$ cat src/rtl/pipeline_stall_controller_pkg.sv
// Shared definitions for the pipeline stall controller: watchdog FSM state
// encoding and default parameter values.
package pipeline_stall_controller_pkg;

    // Memory-wait watchdog states
    typedef enum logic [1:0] {
        RUN      = 2'd0,
        MEM_WAIT = 2'd1,
        TIMEOUT  = 2'd2
    } state_t;

    // Consecutive busy cycles tolerated before a timeout (must be >= 2)
    localparam int DEFAULT_MAX_WAIT = 16;
    // Width of each performance counter
    localparam int DEFAULT_CNT_W    = 16;

endpackage

$ cat src/rtl/pipeline_stall_controller_sat_counter.sv
// sat_counter: CNT_W-wide up counter that sticks at all-ones. A synchronous
// clear takes priority over an increment in the same cycle.
module sat_counter
    import pipeline_stall_controller_pkg::*;
#(
    parameter int CNT_W = DEFAULT_CNT_W
) (
    input  logic             clk,
    input  logic             rst,
    input  logic             inc,
    input  logic             clr,
    output logic [CNT_W-1:0] count
);

    // Count qualifying cycles, saturating at all-ones
    always_ff @(posedge clk or posedge rst) begin
        if (rst) begin
            count <= '0;
        end else if (clr) begin
            count <= '0;
        end else if (inc && (count != '1)) begin
            count <= count + CNT_W'(1);
        end
    end

endmodule

$ cat src/rtl/pipeline_stall_controller.sv
// pipeline_stall_controller: turns Hazard, Branch_taken and Mem_busy into
// per-stage freeze/flush controls, with a memory-wait watchdog FSM.
// Optional feature: define STALL_PERF_CNT_EN to build the stall/hazard/flush
// performance counters; otherwise they read 0 and Clr_cnt is ignored.
module pipeline_stall_controller
    import pipeline_stall_controller_pkg::*;
#(
    parameter int MAX_WAIT = DEFAULT_MAX_WAIT,
    parameter int CNT_W    = DEFAULT_CNT_W
) (
    input  logic             clk,
    input  logic             rst,
    input  logic             Hazard,
    input  logic             Branch_taken,
    input  logic             Mem_busy,
    input  logic             Clr_cnt,
    output logic             Freeze_PC,
    output logic             Freeze_IF_ID,
    output logic             Flush_IF_ID,
    output logic             Flush_ID_EX,
    output logic             Freeze_Back,
    output logic             Timeout_err,
    output logic [CNT_W-1:0] Stall_cnt,
    output logic [CNT_W-1:0] Hazard_cnt,
    output logic [CNT_W-1:0] Flush_cnt
);

    // Wide enough to hold MAX_WAIT itself
    localparam int WAIT_W = $clog2(MAX_WAIT + 1);

    state_t            state_q, state_d;
    logic [WAIT_W-1:0] wait_q, wait_d;
    logic              err_q, err_d;

    // Qualifying events for the performance counters
    logic hazard_bubble;
    logic branch_flush;

    // State, wait counter and sticky error flag
    // NOTE: sequential state uses non-blocking assignments so every flop
    // samples its inputs from before the edge, independent of block order.
    always_ff @(posedge clk or posedge rst) begin
        if (rst) begin
            state_q <= RUN;
            wait_q  <= '0;
            err_q   <= 1'b0;
        end else begin
            state_q <= state_d;
            wait_q  <= wait_d;
            err_q   <= err_d;
        end
    end

    // Next-state logic and same-cycle freeze/flush controls
    // NOTE: every signal driven here gets a default first so no path can
    // leave one unassigned and infer a latch.
    always_comb begin
        state_d       = state_q;
        wait_d        = wait_q;
        err_d         = err_q;
        Freeze_PC     = 1'b0;
        Freeze_IF_ID  = 1'b0;
        Flush_IF_ID   = 1'b0;
        Flush_ID_EX   = 1'b0;
        Freeze_Back   = 1'b0;
        hazard_bubble = 1'b0;
        branch_flush  = 1'b0;

        if (state_q == TIMEOUT) begin
            // Locked up until reset: hold the whole pipeline
            Freeze_PC    = 1'b1;
            Freeze_IF_ID = 1'b1;
            Freeze_Back  = 1'b1;
        end else if (Mem_busy) begin
            // Memory stall wins; hazard/branch are re-presented later
            Freeze_PC    = 1'b1;
            Freeze_IF_ID = 1'b1;
            Freeze_Back  = 1'b1;
        end else if (Branch_taken) begin
            // Squash the two younger instructions; hazard in ID is moot
            Flush_IF_ID  = 1'b1;
            Flush_ID_EX  = 1'b1;
            branch_flush = 1'b1;
        end else if (Hazard) begin
            // Hold front end and inject a bubble into EXE
            Freeze_PC     = 1'b1;
            Freeze_IF_ID  = 1'b1;
            Flush_ID_EX   = 1'b1;
            hazard_bubble = 1'b1;
        end

        unique case (state_q)
            RUN: begin
                if (Mem_busy) begin
                    state_d = MEM_WAIT;
                    wait_d  = WAIT_W'(1);
                end
            end
            MEM_WAIT: begin
                if (Mem_busy) begin
                    wait_d = wait_q + WAIT_W'(1);
                    if ((wait_q + WAIT_W'(1)) == WAIT_W'(MAX_WAIT)) begin
                        state_d = TIMEOUT;
                        err_d   = 1'b1;
                    end
                end else begin
                    state_d = RUN;
                    wait_d  = '0;
                end
            end
            TIMEOUT: begin
                state_d = TIMEOUT;
            end
            default: begin
                state_d = RUN;
                wait_d  = '0;
            end
        endcase
    end

    assign Timeout_err = err_q;

`ifdef STALL_PERF_CNT_EN
    sat_counter #(.CNT_W(CNT_W)) u_stall_cnt (
        .clk   (clk),
        .rst   (rst),
        .inc   (Freeze_PC),
        .clr   (Clr_cnt),
        .count (Stall_cnt)
    );

    sat_counter #(.CNT_W(CNT_W)) u_hazard_cnt (
        .clk   (clk),
        .rst   (rst),
        .inc   (hazard_bubble),
        .clr   (Clr_cnt),
        .count (Hazard_cnt)
    );

    sat_counter #(.CNT_W(CNT_W)) u_flush_cnt (
        .clk   (clk),
        .rst   (rst),
        .inc   (branch_flush),
        .clr   (Clr_cnt),
        .count (Flush_cnt)
    );
`else
    // Counters not built: outputs read 0, counter inputs are left unused
    logic cnt_unused;
    assign cnt_unused = ^{Clr_cnt, hazard_bubble, branch_flush};
    assign Stall_cnt  = '0;
    assign Hazard_cnt = '0;
    assign Flush_cnt  = '0;
`endif

endmodule

$ cat config.mk
export PLATFORM = sky130hd
export DESIGN_NAME = pipeline_stall_controller
export DESIGN_NICKNAME = d
export VERILOG_FILES = /design/src/rtl/pipeline_stall_controller_pkg.sv /design/src/rtl/pipeline_stall_controller_sat_counter.sv /design/src/rtl/pipeline_stall_controller.sv
export SDC_FILE = /design/constraint.sdc
export NUM_CORES = 1
export LEC_CHECK = 0
export BUFFER_PORTS_ARGS = -buffer_cell sky130_fd_sc_hd__buf_2
export CAP_MARGIN = 10
export CORE_MARGIN = 1
export CORE_UTILIZATION = 36
export DETAILED_ROUTE_END_ITERATION = 16
export PLACE_DENSITY_LB_ADDON = 0.12
export SLEW_MARGIN = 20
export SYNTH_ARGS = -nofsm -noshare
export SYNTH_HDL_FRONTEND = slang
export SYNTH_SLANG_ARGS = --single-unit
$ cat constraint.sdc
create_clock -name clk -period 1.2 [get_ports clk]
set_input_delay 0.12 -clock clk [delete_from_list [all_inputs] [get_ports clk]]
set_output_delay 0.12 -clock clk [all_outputs]
set_load 0.05 [all_outputs]
== After elaboration in Yosys (flattened, before gate mapping) ==
Cells that the tools add are included.

* $add $sub $neg: 1
* Equal/unequal tests: 5
* Multiplexer cells: 19
* Bitwise gates (word level): 1
* Reductions and logical operators: 4

{| class="wikitable"
|+ Operators by type and width
! kind !! count
|-
| $pmux W5 S3 || 1
|-
| $mux W1 || 12
|-
| $mux W5 || 2
|-
| $mux W2 || 3
|-
| $pmux W2 S3 || 1
|-
| $add A5 B1 Y5 const B || 1
|-
| $eq A5 B5 Y1 const B || 1
|-
| $reduce_and A2 Y1 || 2
|-
| $ne A3 B3 Y1 const B || 1
|-
| $reduce_and A3 Y1 || 1
|-
| $eq A2 B1 Y1 const B || 1
|-
| $eq A2 B2 Y1 const B || 1
|-
| $logic_not A2 Y1 || 1
|-
| $ne A2 B2 Y1 const B || 1
|-
| $not A1 Y1 || 1
|}

* Bits in registers: 8
* Input bits: 6
* Output and inout bits: 54
* Word-level logic and storage cells: 33

== Depth between registers and ports, before layout ==
Gate-level depths: netlist of run 1.

* Word-level depth: 5
* Gate-level depth with buffers: 5
* Mapped depth without buffers: 5

== Worst setup path after synthesis of run 1 ==
Ideal clock, no wire load.

* Path type: reg2out
* From: register state_q[0]
* To: output Freeze_PC
* Arrival time: 1.705 ns
* Data required time: 1.080 ns
* Path slack: -0.625 ns
* Stages on the path, launching flop included: 6
* Buffers on the path: 2
* Cells stage by stage: dfrtp_1 -> clkbuf_1 -> nor2b_1 -> nor2_1 -> o21ai_0 -> buf_4

* Longest elaborated chain between the ends: 2

{| class="wikitable"
|+ Ends and longest elaborated chain
! item !! RTL line !! text
|-
| start, declared || pipeline_stall_controller.sv:31 || <nowiki>state_t state_q, state_d;</nowiki>
|-
| start signal, assigned || pipeline_stall_controller.sv:48 || <nowiki>state_q <= state_d;</nowiki>
|-
| $eq A2 B2 Y1 || pipeline_stall_controller.sv:69 || <nowiki>if (state_q == TIMEOUT) begin</nowiki>
|-
| $mux W1 || - ||
|-
| end, declared || pipeline_stall_controller.sv:17 || <nowiki>output logic Freeze_PC,</nowiki>
|}

No other way between the ends.

== Final worst setup path of run 1 ==
* From: register state_q[1]
* To: output Flush_IF_ID

* Longest elaborated chain between the ends: 2

{| class="wikitable"
|+ Ends and longest elaborated chain
! item !! RTL line !! text
|-
| $eq A2 B2 Y1 || pipeline_stall_controller.sv:69 ||
|-
| $mux W1 || pipeline_stall_controller.sv:69 ||
|-
| end, declared || pipeline_stall_controller.sv:19 || <nowiki>output logic Flush_IF_ID,</nowiki>
|}

No other way between the ends.

==> results of run 1 <==
## through the flow
step | cells | util | setup WS (ns) | power [W]
2_1_floorplan | 147 | - | -0.0296 | 0.000853
3_5_place_dp | 144 | 0.385 | -0.0999 | 0.000778
4_1_cts | 151 | 0.433 | -0.164 | 0.00104
3_3_place_gp | 144 | 0.385 | -0.0955 | 0.000777
6_report | 152 | 0.452 | -0.158 | 0.00104
5_1_grt | 152 | 0.452 | -0.213 | 0.00108
## final timing paths
path / start / endpoint / slack [ns] / depth (start not counted)
setup reg to reg: wait_q[1] / state_q[1] / -0.11 / 5
hold / removal: Mem_busy / wait_q[0] / 0.24 / 3
max in group asynchronous: rst / wait_q[1] / 0.58 / 3
min in group asynchronous: rst / wait_q[0] / 0.35 / 3
setup / recovery: state_q[1] / Flush_IF_ID / -0.16 / 4
hold reg to reg: Timeout_err / Timeout_err / 0.46 / 1
## sequential cells by signal (all words and copies together) (netlist names)
register / cells
wait_q: 5
state_q: 2
Timeout_err: 1
## cell usage in the layout (no fill, tap or decap), types with 2 or more instances in the layout
cell      count
clkbuf_4      3
dfrtp_1       6
buf_2         5
buf_4        10
nand3_1       3
nor2b_4       2
conb_1       48
nand2_1       4
inv_1         2
buf_6         6
nor2_4        2
nor2_1        4
dfrtp_2       2
nand3b_1      2
a21o_1        2
## where the power goes
group / switching (W) / internal (W) / total, W
clock: 0.000101 / 0.000128 / 0.000228
combinational: 0.000432 / 0.0000821 / 0.000515
sequential: 0.0000128 / 0.000281 / 0.000294
## cell usage after synthesis, drive strengths merged
library cell  count
nor3              2
clkbuf            1
a41oi             1
o31ai             1
nand3b            2
ha                2
nor2              6
buf              49
nor2b             2
a21bo             1
and2              1
o21ai             4
xor2              2
nand2             4
mux2i             1
a21o              2
nand3             4
nand2b            1
o22ai             1
conb              1
inv               3
dfrtp             8
and2b             1
## routing by layer
| metal | vias up | global-route usage |
|---|---|---|
| met4 | 0 | 0.0286 |
| met1 | 254 | 0.127 |
| met2 | 29 | 0.162 |
| met5 | - | 0 |
| li1 | 273 | - |
| met3 | 2 | 0.0545 |
## cells by family (layout without fill, tap and decap cells)
group	after synthesis	in the layout	share of synthesized area
compound gates	10	10	0.0900
fa+ha+maj	2	2	0.0300
flops	8	8	0.240
other cells	1	48	0.00449
xor+xnor	2	2	0.0210
simple gates	23	23	0.144
mux	1	1	0.0120
buf+inv	53	30	0.459
## repair_timing
item | in CTS | in global routing
buffers inserted | 2 | 2
hold buffers | 1 | 0
hold endpoints to repair | 8 | 0
pin swaps | 7 | 5
setup endpoints to repair | 9 | 10
gates resized for setup | 16 | 7
## worst max-delay path, cell delays in order, from the launching register on
cell,delay (ns)
dfrtp_1,0.37
nor2b_4,0.14
nor2_4,0.16
and2_4,0.18
buf_8,0.14
## area by class of cell
class                   count  area (um2)  share of cell area
flip-flops and latches      8         203               0.205
well taps                  28        35.0              0.0354
clock buffers               4        26.3              0.0265
inverters                   3        13.8              0.0139
repair buffers             23         193               0.195
multi-input cells          86         519               0.525
==> run summary, run 1 <==
* **outcome** finished with violations
* **violated checks** negative setup slack
* **filler cell count** 243
* **final worst-path setup slack** -0.158 ns
* **post-route clock period utilization** 1.13
* **PwrDens** 1050 nW/um2
* **leakage power figure** 0.541 nW
* **latest clock arrival within the worst-skew pair** 0.26 ns
* **wire length on met1** 532 um
* **Yosys reg bits** 8
* **YS warnings** 0
* **Chip Width** 50.1 um
* **distinct cell type count of the synthesized netlist** 24
* **max-slew violations** 0
* **Highest Signal Layer** met4
* **top-level port count** 60
* **maximum clock frequency** 736 MHz
* **count of H-tree levels built during CTS** 1
* **cell area after layout** 990 um2
* **arrival time at the worst endpoint** 1.24 ns
* **met2 WL post-DR** 646 um
* **setup repair after global routing missed its margin** yes
* **average instance area after synthesis** 8.35 um2
* **part of the Yosys area used for sequential elements** 0.240
* **clock tree from TritonCTS** yes
* **post-synth top area share** 0.441
* **via/cell ratio** 3.67
* **detailed-router iteration count before antenna repair** 2
* **antenna-violating nets left** 0
* **Critical Path Start Type** flip-flop
* **peak supply drop** 0.000626 V
* **largest net degree at the start of global routing** 9
* **initial antenna violation count** 0
* **clock skew after layout** 0.0139 ns
* **number of max-cap violations** 0
* **number of buffers created by CTS** 3
* **total length of routed wires** 1.29 mm
* **final worst path period need** 1.36 ns
* **global placement routability congestion** 0.733
* **area of the core** 2190 um2
* **classification of the worst setup path** reg -> out
* **vertical die dimension** 50.1 um
* **worst hold slack** 0.237 ns
* **number of nets in the final layout** 133
* **wire length of the first global-routing pass** 1.93 mm
* **maximum net fanout on the critical path** 3
* **maximum clock insertion buffer count** 2
* **cell type contributing the most total cell area after synthesis** buf_4
* **vias in the first global route** 442
* **Total Die Area** 2510 um2
* **GRT Util Overall** 0.105
* **DPL Wire Length** 955 um
* **clock sink count** 8
* **Met3 Wirelength** 110 um
* **clock transition at the register clock pins on the worst setup and hold paths after CTS** 0.07 ns
* **fraction of final layout cells with drive strength greater than 1** 0.331
* **routed wire length per instance** 8.51 um
* **critical path endpoint category** output pin
* **Area contributors post-synth** buf_4, dfrtp_1, ha_1, nor2_1, nand3_1
* **Post-DP Area** 845 um2
* **total number of vias** 558
* **number of placement rows** 17
* **# port buffers** 10
* **total negative setup slack** -0.900 ns
* **number of setup violations in the final report** 9
* **critical path required time** 1.08 ns
* **initial drt markers** 8
* **number of instances in the synthesized netlist** 100
* **Hold Violations, Final** 0
* **Synth Cell Area** 835 um2
* **effective utilization at floorplan** 0.381
* **total DRC errors in the routed layout** 0
* **clock tree root driver cell** clkbuf_4
* **final global-route overflow total** 0
* **final antenna diode count** 0
* **area added between synthesis and finish** 18.6%
* **worst hold path type** in -> reg
No activity file was read; power rests on OpenSTA's default activity.
==> run 2, diff against run 1 <==
--- a/config.mk
+++ b/config.mk
@@ -8,10 +8,11 @@
 export BUFFER_PORTS_ARGS = -buffer_cell sky130_fd_sc_hd__buf_2
 export CAP_MARGIN = 10
 export CORE_MARGIN = 1
-export CORE_UTILIZATION = 36
+export CORE_UTILIZATION = 43
 export DETAILED_ROUTE_END_ITERATION = 16
 export PLACE_DENSITY_LB_ADDON = 0.12
 export SLEW_MARGIN = 20
 export SYNTH_ARGS = -nofsm -noshare
 export SYNTH_HDL_FRONTEND = slang
+export SYNTH_HIERARCHICAL = 1
 export SYNTH_SLANG_ARGS = --single-unit
==> constraint.sdc (replaced) <==
create_clock -name clk -period 1.6 [get_ports clk]
set_input_delay 0.16 -clock clk [delete_from_list [all_inputs] [get_ports clk]]
set_output_delay 0.16 -clock clk [all_outputs]
set_load 0.05 [all_outputs]
==> run 2 against run 1 <==
The run now ends clean. Critical path depth is 1 higher. First-iteration DRC count shrank 50%. Die area shrank 16%. Critical path type unchanged. Utilization is 0.28 points lower. Cell count is 8.6% lower. Highest routed layer unchanged. Cell area is 20% lower. Count of clock-buffer cells in the layout down 1. Clock skew decreased by 0.0068 ns. Sequential power is 27% lower. Synthesized cell count did not move. Combinational power shrank 32%.
==> run summary, run 2 <==
* **via/cell ratio** 3.73, was 3.67
* **total number of vias** 518, was 558
* **number of buffers created by CTS** 3, unchanged
* **YS warnings** 6, was 0
* **number of placement rows** 15, was 17
* **arrival time at the worst endpoint** 1.31 ns, was 1.24 ns
* **area of the core** 1760 um2, was 2190 um2
* **Synth Cell Area** 835 um2, unchanged
* **async set-reset flop share out of synthesis** 1.00, unchanged
* **Critical Path Start Type** flip-flop, unchanged
* **number of synthesized flops with an enable pin** 0, unchanged
* **distinct cell type count of the synthesized netlist** 24, unchanged
* **number of flip-flops in the largest register** 5, unchanged
* **most frequent cells after synthesis** buf_4, dfrtp_1, nor2_1, unchanged
* **R2R Setup Slk** 0.20 ns, was -0.11 ns
* **filler cell count** 181, was 243
* **maximum clock frequency** 679 MHz
* **count of H-tree levels built during CTS** 1, unchanged
* **Area contributors post-synth** buf_4, dfrtp_1, ha_1, nor2_1, nand3_1, unchanged
* **detailed-router iteration count before antenna repair** 2, unchanged
* **clock sink count** 8, unchanged
* **PwrDens** 906 nW/um2, was 1050 nW/um2
* **setup repair after global routing missed its margin** no, was yes
* **antenna-violating nets left** 0, unchanged
* **total DRC errors in the routed layout** 0, unchanged
* **primary flip-flop cell chosen by synthesis mapping** dfrtp_1, unchanged
* **leakage power figure** 0.461 nW, was 0.541 nW
* **largest net degree at the start of global routing** 9, unchanged
* **Yosys reg bits** 8, unchanged
* **final antenna diode count** 0, unchanged
* **critical hold path startpoint** Mem_busy, unchanged
* **part of the Yosys area used for sequential elements** 0.240, unchanged
* **initial drt markers** 4, was 8
* **area added between synthesis and finish** -5.10%, was 18.6%
* **routed wire length per instance** 7.50 um, was 8.51 um
* **worst reg2reg path startpoint** wait_q[0], was wait_q[1]
* **top library cells by usage in the layout, fill and taps aside** conb_1, buf_2, dfrtp_1, was conb_1, buf_4, dfrtp_1, buf_6, buf_2
* **maximum clock insertion buffer count** 2, unchanged
* **# port buffers** 10, unchanged
* **number of nets in the final layout** 124, was 133
* **post-synth top area share** 0.441, unchanged
* **total negative setup slack** 0 ns, was -0.900 ns
* **number of instances in the synthesized netlist** 100, unchanged
* **worst hold slack** 0.238 ns, was 0.237 ns
* **top-level port count** 60, unchanged
* **Synth Area in Adders** 0.0300, unchanged
* **Buf/Inv on CP** 2, was 1
* **Total Die Area** 2120 um2, was 2510 um2
* **WHS Path Cells** 3, unchanged
* **cell type contributing the most total cell area after synthesis** buf_4, unchanged
* **fraction of final layout cells with drive strength greater than 1** 0.184, was 0.331
* **Crit path largest cell delay** 0.39 ns, was 0.37 ns
* **global placement routability congestion** 0.704, was 0.733
* **vias in the first global route** 372, was 442
* **maximum net fanout on the critical path** 4, was 3
* **clock tree from TritonCTS** yes, unchanged
* **number of max-cap violations** 0, unchanged
* **effective utilization at floorplan** 0.473, was 0.381
* **clock tree root driver cell** clkbuf_4, unchanged
* **list of cells traversed by the critical path** nor2b_1, nor2_2, inv_1, nor2_4, buf_4, was nor2b_4, nor2_4, and2_4, buf_8
* **number of setup violations in the final report** 0, was 9
* **Hold Violations, Final** 0, unchanged
* **cell type of the slowest stage on the worst timing path** dfrtp_1, unchanged
* **number of cells on the worst reg-to-reg path** 5, unchanged
* **mux share of post-synthesis cell area** 0.0120, unchanged
* **final global-route overflow total** 0, unchanged
* **outcome** complete, no violations, was finished with violations
* **total area of sequential cells** 200 um2, was 203 um2
* **GRT Util Overall** 0.108, was 0.105
* **xor/xnor share of the synthesized area** 0.0210, unchanged
* **clock skew after layout** 0.00708 ns, was 0.0139 ns
* **commonest non-fill, non-tap cell in the layout** conb_1, unchanged
* **multi-input gate area in the final layout** 442 um2, was 519 um2
* **peak supply drop** 0.000461 V, was 0.000626 V
* **final worst path period need** 1.47 ns
* **vertical die dimension** 46.1 um, was 50.1 um
* **post-route clock period utilization** 0.920
* **largest family of logic cells by synthesized area** buffers and inverters, unchanged
* **simple-gate portion of the synthesized area** 0.144, unchanged
* **synthesized-area fraction occupied by ao, oa, aoi and oai cells** 0.0900, unchanged
* **average instance area after synthesis** 8.35 um2, unchanged
* **critical path endpoint category** output pin, unchanged
* **wire length of the first global-routing pass** 1.55 mm, was 1.93 mm
* **Final Util** 0.449, was 0.452
* **most used standard cell by instance count after synthesis** buf_4, unchanged
* **DPL Wire Length** 851 um, was 955 um
* **max-slew violations** 0, unchanged
* **latest clock arrival within the worst-skew pair** 0.25 ns, was 0.26 ns
* **cell family with most CP delay** flip-flops, was simple AND/OR/NAND/NOR gates
* **most flop-heavy register** wait_q, unchanged
* **clock transition at the register clock pins on the worst setup and hold paths after CTS** 0.05 ns, was 0.07 ns
* **Critical Path Stages** 5, was 4
* **worst hold path type** in -> reg, unchanged
* **Post-CTS Setup Inserts** 0, was 2
* **initial antenna violation count** 0, unchanged
* **Chip Width** 46.1 um, was 50.1 um
* **worst setup path start** state_q[1], unchanged
* **classification of the worst setup path** reg -> out, unchanged
* **critical path required time** 1.44 ns, was 1.08 ns
* **total length of routed wires** 1.04 mm, was 1.29 mm
## run 2: changes by cell type in the layout (fill, tap and decap cells not counted), sizes merged
cell and delta:
buf -9, clkbuf -1
## run 2: repair_timing
item	in CTS	in global routing
hold endpoints to repair	8	0
setup endpoints to repair	1	2
resized for setup	1	1
hold buffers	1	0
pin swaps	0	0
## run 2: worst paths after layout
path                                to
max                        Flush_ID_EX
min                         state_q[0]
max reg2reg                 state_q[1]
min reg2reg                Timeout_err
max in group asynchronous   state_q[0]
min in group asynchronous  Timeout_err
## run 2: logic make-up after synthesis
family,count (synthesis)
flip-flops,8
other,1
multiplexers,1
adder cells (fa/ha/maj),2
buffers and inverters,53
XOR/XNOR,2
AO/OA/AOI/OAI,10
AND/OR/NAND/NOR,23
## run 2: per-stage QoR
| step | cell area, um2 | std cells | total power [W] | worst slack [ns] |
|---|---|---|---|---|
| global placement | 754 | 135 | 0.000562 | 0.212 |
| detailed placement | 754 | 135 | 0.000564 | 0.204 |
| CTS | 790 | 139 | 0.000722 | 0.0584 |
| floorplan | 1020 | 147 | 0.000626 | 0.0501 |
| global route | 792 | 139 | 0.000757 | 0.0399 |
| finish | 792 | 139 | 0.000718 | 0.128 |
## run 2: layout make-up
cell class | count | area share
Timing Repair Buffer | 14 | 0.107
Inverter | 3 | 0.0142
Sequential cell | 8 | 0.253
Tap cell | 25 | 0.0395
Multi-Input combinational cell | 86 | 0.558
Clock buffer | 3 | 0.0284
## run 2: metal layers
layer  vias up  track usage  wire length, um
met5         -            0                0
met4         0       0.0706               25
met3         4       0.0353               87
met2        37        0.144              436
met1       225        0.146              493
li1        252            -                -
## run 2: power by group
group / internal, W / switching [W] / total, W
registers: 0.000210 / 0.00000521 / 0.000215
clock network: 0.0000858 / 0.0000677 / 0.000154
logic: 0.0000361 / 0.000313 / 0.000349
## run 2: worst register-to-register path: cells and delay by family, from the launching register on
family / cells / cell delay [ns]
adders and majority gates: 1 / 0.27
and+or+nand+nor: 2 / 0.49
AOI/OAI and AO/OA: 2 / 0.22
DFF: 1 / 0.38
==> run 3, diff against run 2 <==
--- a/config.mk
+++ b/config.mk
@@ -7,10 +7,11 @@
 export LEC_CHECK = 0
 export BUFFER_PORTS_ARGS = -buffer_cell sky130_fd_sc_hd__buf_2
 export CAP_MARGIN = 10
-export CORE_MARGIN = 1
+export CORE_MARGIN = 2
 export CORE_UTILIZATION = 43
 export DETAILED_ROUTE_END_ITERATION = 16
 export PLACE_DENSITY_LB_ADDON = 0.12
+export RECOVER_POWER = 100
 export SLEW_MARGIN = 20
 export SYNTH_ARGS = -nofsm -noshare
 export SYNTH_HDL_FRONTEND = slang
==> run 3 against run 2 <==
Largest cell class unchanged. Sequential share of layout area is 0.16 points higher. Total power is 0.24% higher. Largest power group unchanged. Non-clock buffer count unchanged. Sequential power is essentially flat. Register-to-register slack barely moved. First-iteration DRC count shrank 50%.
==> run summary, run 3 (same netlist as run 2, synthesis figures left out) <==
* **outcome** complete, no violations, unchanged
* **leakage power figure** 0.453 nW, was 0.461 nW
* **# placed instances** 135, unchanged
* **critical path endpoint category** output pin, unchanged
* **Place WS** 0.223 ns, was 0.204 ns
* **critical path required time** 1.44 ns, about the same
* **top library cells by usage in the layout, fill and taps aside** conb_1, dfrtp_1, was conb_1, buf_2, dfrtp_1
* **total DRC errors in the routed layout** 0, unchanged
* **slew at the pin closest to its max-slew limit** 0.594 ns
* **number of placement rows** 15, unchanged
* **clock skew after layout** 0.000986 ns, was 0.00708 ns
* **clock sink count** 8, unchanged
* **clock transition at the register clock pins on the worst setup and hold paths after CTS** 0.06 ns, was 0.05 ns
* **fraction of final layout cells with drive strength greater than 1** 0.167, was 0.184
* **area of the core** 1780 um2, was 1760 um2
* **post-route clock period utilization** 0.931, was 0.920
* **final worst-path setup slack** 0.110 ns, was 0.128 ns
* **final worst path period need** 1.49 ns, was 1.47 ns
* **vias in the first global route** 407, was 372
* **number of flip-flops in the largest register** 5, unchanged
* **routed wire length per instance** 7.92 um, was 7.50 um
* **global routing met3 resource utilization** 0.0226, was 0.0353
* **clock tree root driver cell** clkbuf_4, unchanged
* **initial drt markers** 2, was 4
* **largest net degree at the start of global routing** 9, unchanged
* **total negative setup slack** 0 ns, unchanged
* **vertical die dimension** 48.1 um, was 46.1 um
* **most flop-heavy register** wait_q, unchanged
* **GRT Util Overall** 0.106, was 0.108
* **worst hold path type** in -> reg, unchanged
* **setup repair after global routing missed its margin** no, unchanged
* **Chip Width** 48.1 um, was 46.1 um
* **detailed-router iteration count before antenna repair** 4, was 2
* **non-filler cells, final** 139, unchanged
* **area added between synthesis and finish** -5.70%, was -5.10%
* **final antenna diode count** 0, unchanged
* **via/cell ratio** 3.75, was 3.73
* **total number of vias** 521, was 518
* **top-level port count** 60, unchanged
* **overall power after layout** 0.000719 W, was 0.000718 W
* **Total Die Area** 2310 um2, was 2120 um2
* **effective utilization at floorplan** 0.468, was 0.473
* **max-slew headroom at the worst pin** 0.606
* **Most Crowded Layer GR** met2, was met1
* **Post-CTS Setup Inserts** 0, unchanged
* **max-slew violations** 0, unchanged
* **number of setup violations in the final report** 0, unchanged
* **global placement routability congestion** 0.674, was 0.704
* **latest clock arrival within the worst-skew pair** 0.25 ns, about the same
* **final global-route overflow total** 0, unchanged
* **PwrDens** 914 nW/um2, was 906 nW/um2
* **number of max-cap violations** 0, unchanged
* **clock tree from TritonCTS** yes, unchanged
* **total length of routed wires** 1.10 mm, was 1.04 mm
* **met2 track demand over resource in global routing** 0.165, was 0.144
* **number of nets in the final layout** 124, unchanged
* **list of cells traversed by the critical path** nor2b_1, nor2_2, and2_1, clkbuf_2, was nor2b_1, nor2_2, inv_1, nor2_4, buf_4
* **wire length of the first global-routing pass** 1.66 mm, was 1.55 mm
* **filler cell count** 194, was 181
* **DPL Wire Length** 926 um, was 851 um
* **count of H-tree levels built during CTS** 1, unchanged
* **maximum clock frequency** 671 MHz, was 679 MHz
* **number of buffers created by CTS** 3, unchanged
* **peak supply drop** 0.000402 V, was 0.000461 V
* **Hold Violations, Final** 0, unchanged
* **maximum clock insertion buffer count** 2, unchanged
* **initial antenna violation count** 0, unchanged
* **Critical Path Start Type** flip-flop, unchanged
* **# port buffers** 10, unchanged
* **classification of the worst setup path** reg -> out, unchanged
* **met1 layer usage reported by global route** 0.133, was 0.146
* **arrival time at the worst endpoint** 1.33 ns, was 1.31 ns
* **cell type of the slowest stage on the worst timing path** dfrtp_1, unchanged
* **commonest non-fill, non-tap cell in the layout** conb_1, unchanged
* **maximum net fanout on the critical path** 4, unchanged
* **antenna-violating nets left** 0, unchanged
* **Crit path largest cell delay** 0.38 ns, was 0.39 ns
## run 3: cell types whose count changed in the layout (fill, tap and decap cells not counted), sizes merged
| cell | delta |
|---|---|
| buf | -6 |
| clkbuf | +6 |
## run 3: final timing paths
kind                        startpoint     endpoint  slack [ns]  cells past startpoint
setup reg to reg             wait_q[0]  Timeout_err        0.21                      5
setup / recovery            state_q[1]  Flush_IF_ID        0.11                      4
min in group asynchronous          rst   state_q[1]        0.39                      3
hold / removal                Mem_busy   state_q[0]        0.24                      3
hold reg to reg            Timeout_err  Timeout_err        0.46                      1
max in group asynchronous          rst    wait_q[2]        0.97                      3
## run 3: layout make-up
class                           count  area (um2)  share of cell area
Tap cell                           25        31.3              0.0397
Clock buffer                        3        22.5              0.0286
Inverter                            3        11.3              0.0143
Sequential cell                     8         200               0.254
Multi-Input combinational cell     86         442               0.561
Timing Repair Buffer               14        80.1               0.102
## run 3: power by group
part	internal [W]	switching, W	leakage, nW
Combinational	0.0000338	0.000314	0.333
Sequential	0.000210	0.00000460	0.106
Clock	0.0000860	0.0000708	0.0138
## run 3: layer usage
metal / wire (um) / vias to the layer above
li1: - / 253
met1: 453 / 228
met2: 522 / 40
met3: 124 / 0
met4: 0 / 0
met5: 0 / -
## run 3: worst max-delay path, delay by kind of cell (launching register included)
family / cells / cell delay [ns]
buffers and inverters: 1 / 0.27
and+or+nand+nor: 3 / 0.42
DFF: 1 / 0.38
## run 3: per-stage QoR
stage	area, um2	hold WS, ns	util
3_3_place_gp	754	0.126	0.423
5_1_grt	787	0.264	0.441
6_report	787	0.243	0.441
3_5_place_dp	754	0.125	0.423
2_1_floorplan	1020	-0.0243	-
4_1_cts	790	0.229	0.443
## run 3: timing repair
item,in CTS,in global routing
pin swaps,0,0
hold endpoints to repair,8,0
hold buffers,1,0
setup endpoints to repair,1,2
resized for setup,1,1
